### config.mk
export PLATFORM = sky130hd
export DESIGN_NAME = smvm_result_rx
export DESIGN_NICKNAME = d
export VERILOG_FILES = /design/src/rtl/smvm_result_rx.sv
export SDC_FILE = /design/constraint.sdc
export NUM_CORES = 1
export LEC_CHECK = 0
export CAP_MARGIN = 5
export CORE_MARGIN = 1
export CORE_UTILIZATION = 47
export DETAILED_ROUTE_END_ITERATION = 12
export GPL_TIMING_DRIVEN = 0
export PLACE_DENSITY = 0.73
export SYNTH_ARGS = -nofsm -noshare
export SYNTH_HDL_FRONTEND = slang
export SYNTH_SLANG_ARGS = --single-unit
### constraint.sdc
create_clock -name clk -period 4 [get_ports clk]
set_input_delay 0.4 -clock clk [delete_from_list [all_inputs] [get_ports clk]]
set_output_delay 0.4 -clock clk [all_outputs]
set_load 0.02 [all_outputs]
### src/rtl/smvm_result_rx.sv
// Receives the SMVM result stream as hi/lo half pairs, rebuilds each signed row
// result, tags it with row index and last flag, and buffers it for a ready/valid sink.
module smvm_result_rx #(
    parameter int DEPTH  = 8,
    parameter int HALF_W = 14
) (
    input  logic                  clk,
    input  logic                  rst_n,
    input  logic                  start,
    input  logic [7:0]            rows,
    input  logic                  smvm_valid,
    input  logic [HALF_W-1:0]     smvm_data,
    output logic                  res_valid,
    input  logic                  res_ready,
    output logic [2*HALF_W-1:0]   res_data,
    output logic [7:0]            res_row,
    output logic                  res_last,
    output logic                  busy,
    output logic                  done,
    output logic                  overflow,
    output logic                  stray
);
    localparam int AW    = $clog2(DEPTH);
    localparam int RES_W = 2 * HALF_W;
    localparam int ENT_W = 8 + 1 + RES_W;

    typedef enum logic [1:0] {IDLE, WAIT_HI, WAIT_LO, FLUSH} state_t;

    state_t              state_reg;
    logic [7:0]          rows_reg;
    logic [7:0]          row_idx_reg;
    logic [HALF_W-1:0]   hi_reg;
    logic                pend_valid_reg;
    logic [ENT_W-1:0]    pend_entry_reg;
    logic [ENT_W-1:0]    mem [DEPTH];
    logic [AW-1:0]       wr_ptr_reg;
    logic [AW-1:0]       rd_ptr_reg;
    logic [AW:0]         count_reg;
    logic                done_reg;
    logic                overflow_reg;
    logic                stray_reg;

    logic                full;
    logic                pop;
    logic                push_ok;
    logic                is_last_row;
    logic [ENT_W-1:0]    head;

    assign full        = (count_reg == (AW+1)'(DEPTH));
    assign res_valid   = (count_reg != '0);
    assign pop         = res_valid && res_ready;
    // A pop in the same cycle frees the slot, so a full FIFO still accepts the push.
    assign push_ok     = pend_valid_reg && (!full || pop);
    assign is_last_row = (row_idx_reg == rows_reg - 8'd1);

    assign head     = mem[rd_ptr_reg];
    assign res_data = res_valid ? head[RES_W-1:0] : '0;
    assign res_last = res_valid && head[RES_W];
    assign res_row  = res_valid ? head[ENT_W-1 -: 8] : '0;
    assign busy     = (state_reg != IDLE);
    assign done     = done_reg;
    assign overflow = overflow_reg;
    assign stray    = stray_reg;

    always_ff @(posedge clk) begin
        if (push_ok)
            mem[wr_ptr_reg] <= pend_entry_reg;
    end

    always_ff @(posedge clk) begin
        if (!rst_n) begin
            state_reg      <= IDLE;
            rows_reg       <= '0;
            row_idx_reg    <= '0;
            hi_reg         <= '0;
            pend_valid_reg <= 1'b0;
            pend_entry_reg <= '0;
            wr_ptr_reg     <= '0;
            rd_ptr_reg     <= '0;
            count_reg      <= '0;
            done_reg       <= 1'b0;
            overflow_reg   <= 1'b0;
            stray_reg      <= 1'b0;
        end else begin
            done_reg       <= 1'b0;
            pend_valid_reg <= 1'b0;

            if (push_ok)
                wr_ptr_reg <= wr_ptr_reg + 1'b1;
            if (pop)
                rd_ptr_reg <= rd_ptr_reg + 1'b1;
            count_reg <= count_reg + (AW+1)'(push_ok) - (AW+1)'(pop);
            if (pend_valid_reg && !push_ok)
                overflow_reg <= 1'b1;

            case (state_reg)
                IDLE: begin
                    if (start) begin
                        rows_reg     <= rows;
                        row_idx_reg  <= '0;
                        overflow_reg <= 1'b0;
                        stray_reg    <= 1'b0;
                        if (rows != 8'd0)
                            state_reg <= WAIT_HI;
                        else
                            done_reg <= 1'b1;
                    end
                    if (smvm_valid)
                        stray_reg <= 1'b1;
                end
                WAIT_HI: begin
                    if (smvm_valid) begin
                        hi_reg    <= smvm_data;
                        state_reg <= WAIT_LO;
                    end
                end
                WAIT_LO: begin
                    if (smvm_valid) begin
                        pend_valid_reg <= 1'b1;
                        pend_entry_reg <= {row_idx_reg, is_last_row, hi_reg, smvm_data};
                        if (is_last_row) begin
                            state_reg <= FLUSH;
                        end else begin
                            row_idx_reg <= row_idx_reg + 8'd1;
                            state_reg   <= WAIT_HI;
                        end
                    end
                end
                FLUSH: begin
                    if (smvm_valid)
                        stray_reg <= 1'b1;
                    // The staged last entry must land before the FIFO counts as drained.
                    if (count_reg == '0 && !pend_valid_reg) begin
                        state_reg <= IDLE;
                        done_reg  <= 1'b1;
                    end
                end
                default: state_reg <= IDLE;
            endcase
        end
    end
endmodule
# After elaboration in Yosys (flattened, before gate mapping)
# Memory sizes are Yosys's and may differ from the RTL's. A register that Yosys moved wholly into a read port is not among the register bits.
# Index checks and enable logic that the tools add are counted.
dict set report word_totals {
  output_inout_bits 42
  mem_bits_rw 296
  ff_bits 83
  memories 1
}
dict set report op_classes {
  reduce_logical 23
  eq_ne 13
  muxes 29
  addsub 6
}
# memory depth width rd rd_clocked_by_memory_dff wr line_no
set mem_list {}
lappend mem_list {mem 8 37 1 1 1 35} ;# logic [ENT_W-1:0] mem [DEPTH];
# operator n
set ops {}
lappend ops {{$mux W8} 4}
lappend ops {{$mux W28} 1}
lappend ops {{$pmux W8 S2} 1}
lappend ops {{$ne A2 B2 Y1 const B} 7}
lappend ops {{$mux W1} 12}
lappend ops {{$mux W2} 6}
lappend ops {{$add A8 B1 Y8 const B} 1}
lappend ops {{$eq A8 B8 Y1} 1}
lappend ops {{$pmux W2 S4} 1}
lappend ops {{$reduce_and A2 Y1} 4}
lappend ops {{$reduce_bool A8 Y1} 1}
lappend ops {{$sub A8 B1 Y8 const B} 1}
lappend ops {{$add A3 B1 Y3 const B} 2}
lappend ops {{$mux W3} 2}
lappend ops {{$reduce_bool A2 Y1} 3}
lappend ops {{$logic_and A1 B1 Y1} 5}
lappend ops {{$reduce_and A5 Y1} 1}
lappend ops {{$add A4 B1 Y4} 1}
lappend ops {{$eq A2 B2 Y1 const B} 2}
lappend ops {{$eq A4 B4 Y1 const B} 1}
lappend ops {{$logic_not A4 Y1} 1}
lappend ops {{$pmux W1 S2} 2}
lappend ops {{$reduce_and A4 Y1} 1}
lappend ops {{$reduce_bool A4 Y1} 1}
lappend ops {{7 further kinds} 9}

# Longest topological paths before layout
dict set report logic_depth {
  word_depth 9
  ltp_mapped 13
  ltp_nobuf 13
}

# Worst setup path before layout
# OpenSTA, ideal clock, no wires.
dict set report synth_timing {
  path_kind {register -> register}
  from {reg count_reg[2]}
  to {mem mem[0][0] (netlist bit) (enable)}
  stages_incl_launch_ff 8
  slack_ns -0.083
  t_arrival_ns 3.605
  path_buffers 0
  t_required_ns 3.523
  cell_sequence {dfxtp_1 -> inv_1 -> ha_1 -> nand2b_1 -> nand3_1 -> and2_1 -> nand2b_1 -> nor3_1}
}
dict set report synth_between {
  elab_chain_cells 6
}
# element line_no
set synth_lines {}
lappend synth_lines {{start: declaration} 38} ;# logic [AW:0] count_reg;
lappend synth_lines {{start signal: assignment} 92} ;# count_reg <= count_reg + (AW+1)'(push_ok) - (AW+1)'(pop);
lappend synth_lines {{$eq A4 B4 Y1 or $reduce_bool A4 Y1 (tied branches)} {49, 50}}
lappend synth_lines {{$logic_not A1 Y1 or $logic_and A1 B1 Y1 (tied branches)} {53, 51}}
lappend synth_lines {{$logic_or A1 B1 Y1 *} 53} ;# assign push_ok = pend_valid_reg && (!full || pop);
lappend synth_lines {{$logic_and A1 B1 Y1 *} 53}
lappend synth_lines {{$mux W1 *} 66} ;# if (push_ok)
lappend synth_lines {{$mux W1 (implied by the code) *} 67} ;# mem[wr_ptr_reg] <= pend_entry_reg;
lappend synth_lines {{end: declaration} 35}
# Every way passes the cells marked *; elsewhere a longest branch is shown, timed or not.

==> results by group <==
Critical path
  – Worst R2R End: mem[0][2]
  – Crit Path Category: reg2out
  – Launching point of the worst reg2reg path: count_reg[2]
  – Crit Path Max Fanout: 10
  – Startpoint Class: flip-flop
  – Reg2Reg Depth: 8
  – Crit path required time: 3.60 ns
  – Worst reg2reg setup slack: 1.33 ns
  – CP Capture Type: output pin
  – Arr. time, crit path: 3.45 ns

Clock tree
  – Clock sink count: 382
  – TritonCTS buffer count: 39
  – Worst-case clock buffer depth: 3
  – Clock Tree Root: clkbuf_16
  – Reg clk slew, reported paths: 0.06 ns
  – CTS tree: yes
  – Cts hold-fix bufs: 0
  – H-tree lvl count: 2
  – Clk Latency, worst-skew pair: 0.52 ns

Power
  – Logic pwr share: 0.246
  – Seq pwr share: 0.421
  – Pleak: 0.00595 µW
  – Clock power share: 0.333
  – Pint: 7660 µW
  – Psw: 2960 µW
  – Net Sw Frac: 0.279
  – Max VDD drop: 0.353 mV
  – Cell Pwr Density: 597 nW/µm²

Worst hold path
  – HP Class: in2reg
  – Endpoint, Worst Hold: stray
  – Worst Hold Launch: smvm_valid
  – Worst hold stages: 3

STA
  – Worst Tran Pin Value: 1.10 ns
  – Fin. Hold Viols: 0
  – Worst slew margin: 0.269
  – Shortest period the worst path allows: 3.85 ns
  – Setup Skew: 0.0146 ns
  – Final setup vio count: 0
  – RSZ-0062 raised after global routing: no
  – Post-route worst setup slack: 0.150 ns
  – Period utilization: 0.962
  – Final Max Slew Viols: 0
  – Fmax: 260 MHz

Floorplan
  – Starting density of the core: 0.477
  – Die area: 32,700 µm²
  – Die Y: 181 µm
  – Core Footprint: 31,600 µm²
  – Top Ports: 69
  – Die X-Extent: 181 µm
  – Rows: 65

Route
  – ANT nets after route: 0
  – Routed length per instance: 21.2 µm
  – Vias after detailed routing: 8,218
  – TritonRoute pass-1 iters: 5
  – Vias per std cell: 5.55
  – 1st-iter DRT viols: 632
  – Drt total wl: 31,400 µm
  – DRC: 0

Outcome
  – Outcome: complete, no violations

Place
  – Worst slack, placed: 0.603 ns
  – GPL Wtd Cong: 0.816
  – DPL Wire Length: 20,300 µm
  – Number of buffers added on ports: 67
  – Dpl cell area: 16,500 µm²

Synth
  – Library cells used by synthesis: 51
  – YS warnings: 0
  – Ranking of synthesized cells by area: edfxtp_1 59%, dfxtp_1 11%, mux4_2 11%
  – Post-synth EDFFs: 296
  – Post-synth top area share: 0.590
  – Mapped Cells: 932
  – Mapped Nets: 974
  – Most frequent cells after synthesis: 296 x edfxtp_1, 143 x nand2_1, 86 x dfxtp_1, 74 x mux4_2, 62 x a21boi_0
  – Synth Register Bits: 382
  – Main flop type after synthesis: edfxtp_1
  – Register area share after synthesis: 0.705
  – Mean area per synthesized cell: 16.2 µm²
  – Ys async rst share: 0
  – Netlist Area Pre-Place: 15,100 µm²
  – Dominant cell type by area after synthesis: edfxtp_1
  – Most common cell in the netlist: edfxtp_1

Cells and area
  – Nets: 1,092
  – Layout cells sized above 1: 0.156
  – Fillers: 2,424
  – P&R area growth vs syn: 18.2%
  – Max FFs per register: 296
  – Fin area: 17,800 µm²
  – Antenna Cells: 0

Job
  – Maxcap violations: 0

Global route
  – Vias in the first global route: 8,422
  – Wire length of the first global-routing pass: 48,900 µm
  – Total GRT Usage: 0.199
  – Initial antenna violation count: 0
  – Largest net degree at the start of global routing: 25
  – Remaining Overflow, GRT: 0
power by group through the flow:
stage / Clock (µW) / Combinational, µW / Sequential [µW]
floorplan: 0 / 1720 / 4520
global placement: 0 / 2610 / 4540
detailed placement: 0 / 2650 / 4550
CTS: 3590 / 2660 / 4460
global route: 3740 / 2860 / 4480
finish: 3530 / 2620 / 4460
metrics by stage:
step / total power, µW / cells / TNS (ns) / hold slack, ns / utilization
floorplan: 6240 / 932 / 0 / 0.441 / -
CTS: 10700 / 1482 / 0 / 0.182 / 0.564
global route: 11100 / 1482 / 0 / 0.205 / 0.564
detailed placement: 7200 / 1411 / 0 / 0.438 / 0.524
finish: 10600 / 1482 / 0 / 0.201 / 0.564
global placement: 7150 / 1401 / -285.63 / 0.443 / 0.515
layout by cell type (no fill, tap or decap), drive strengths merged, types with 3 or more instances in the layout:
master and instances:
buf 25, nand2b 7, xnor2 11, mux2i 38, a21o 3, edfxtp 296
nor2 55, or4 6, mux4 74, clkinvlp 5, ha 14, clkinv 8
a21boi 63, clkbuf 89, nand4 6, xor2 4, o21ai 7, nand3 3
and2 13, clkdlybuf4s50 67, o211ai 5, and3 4, o31ai 3, nor3 6
inv 16, a21oi 6, nand2 143, dfxtp 86
cell type report:
cell class | count | area, µm² | area share
plain buffers | 48 | 200 | 0.0113
clock buffers | 56 | 1130 | 0.0637
clock inverters | 15 | 134 | 0.00753
inverters | 16 | 60.1 | 0.00338
multi-input cells | 486 | 4250 | 0.239
flip-flops and latches | 382 | 10600 | 0.597
well taps | 402 | 503 | 0.0283
repair buffers | 77 | 896 | 0.0504
routing by layer:
metal  wire [µm]  share of wire  GRT usage  vias to the layer above
met1       13400           0.43      0.272                     4161
met5           0              0          0                        -
met4         561          0.018     0.0502                        0
li1            -              -          -                     3762
met3        1860          0.059     0.0333                       38
met2       15600           0.50      0.332                      257
worst max-delay path: stages, from the launching register on:
cell             delay [ns]
dfxtp_1                0.35
clkbuf_1               0.57
clkbuf_1               0.67
mux4_2                 0.34
mux2i_1                0.07
nor2_1                 0.25
clkdlybuf4s50_1        0.66
repair_timing:
item                       4_1_cts  5_1_grt
buffers inserted                 0        0
resized for setup                0        3
setup endpoints to repair        0       23
cells by family (layout without fill, tap and decap cells):
kind of cell / Yosys count / count (layout) / share of synthesized area
AO/OA/AOI/OAI: 94 / 94 / 0.0461
XOR/XNOR: 15 / 15 / 0.00873
adder cells (fa/ha/maj): 15 / 15 / 0.0130
buffers and inverters: 64 / 212 / 0.0172
flip-flops: 382 / 382 / 0.705
multiplexers: 112 / 112 / 0.136
AND/OR/NAND/NOR: 250 / 250 / 0.0741
how the worst max path moves through the flow:
stage               cells after the start          end          from  slack (ns)
floorplan                               7    mem[4][0]  count_reg[2]        0.91
finish                                  6   res_row[7]     flip-flop        0.15
detailed placement                      6   res_row[7]     flip-flop        0.60
global placement                        6   mem[5][12]     res_ready       -1.10
CTS                                     6   res_row[7]     flip-flop        0.07
global route                            5  res_data[8]     flip-flop        0.06
Power figures use the tool's default switching activity.
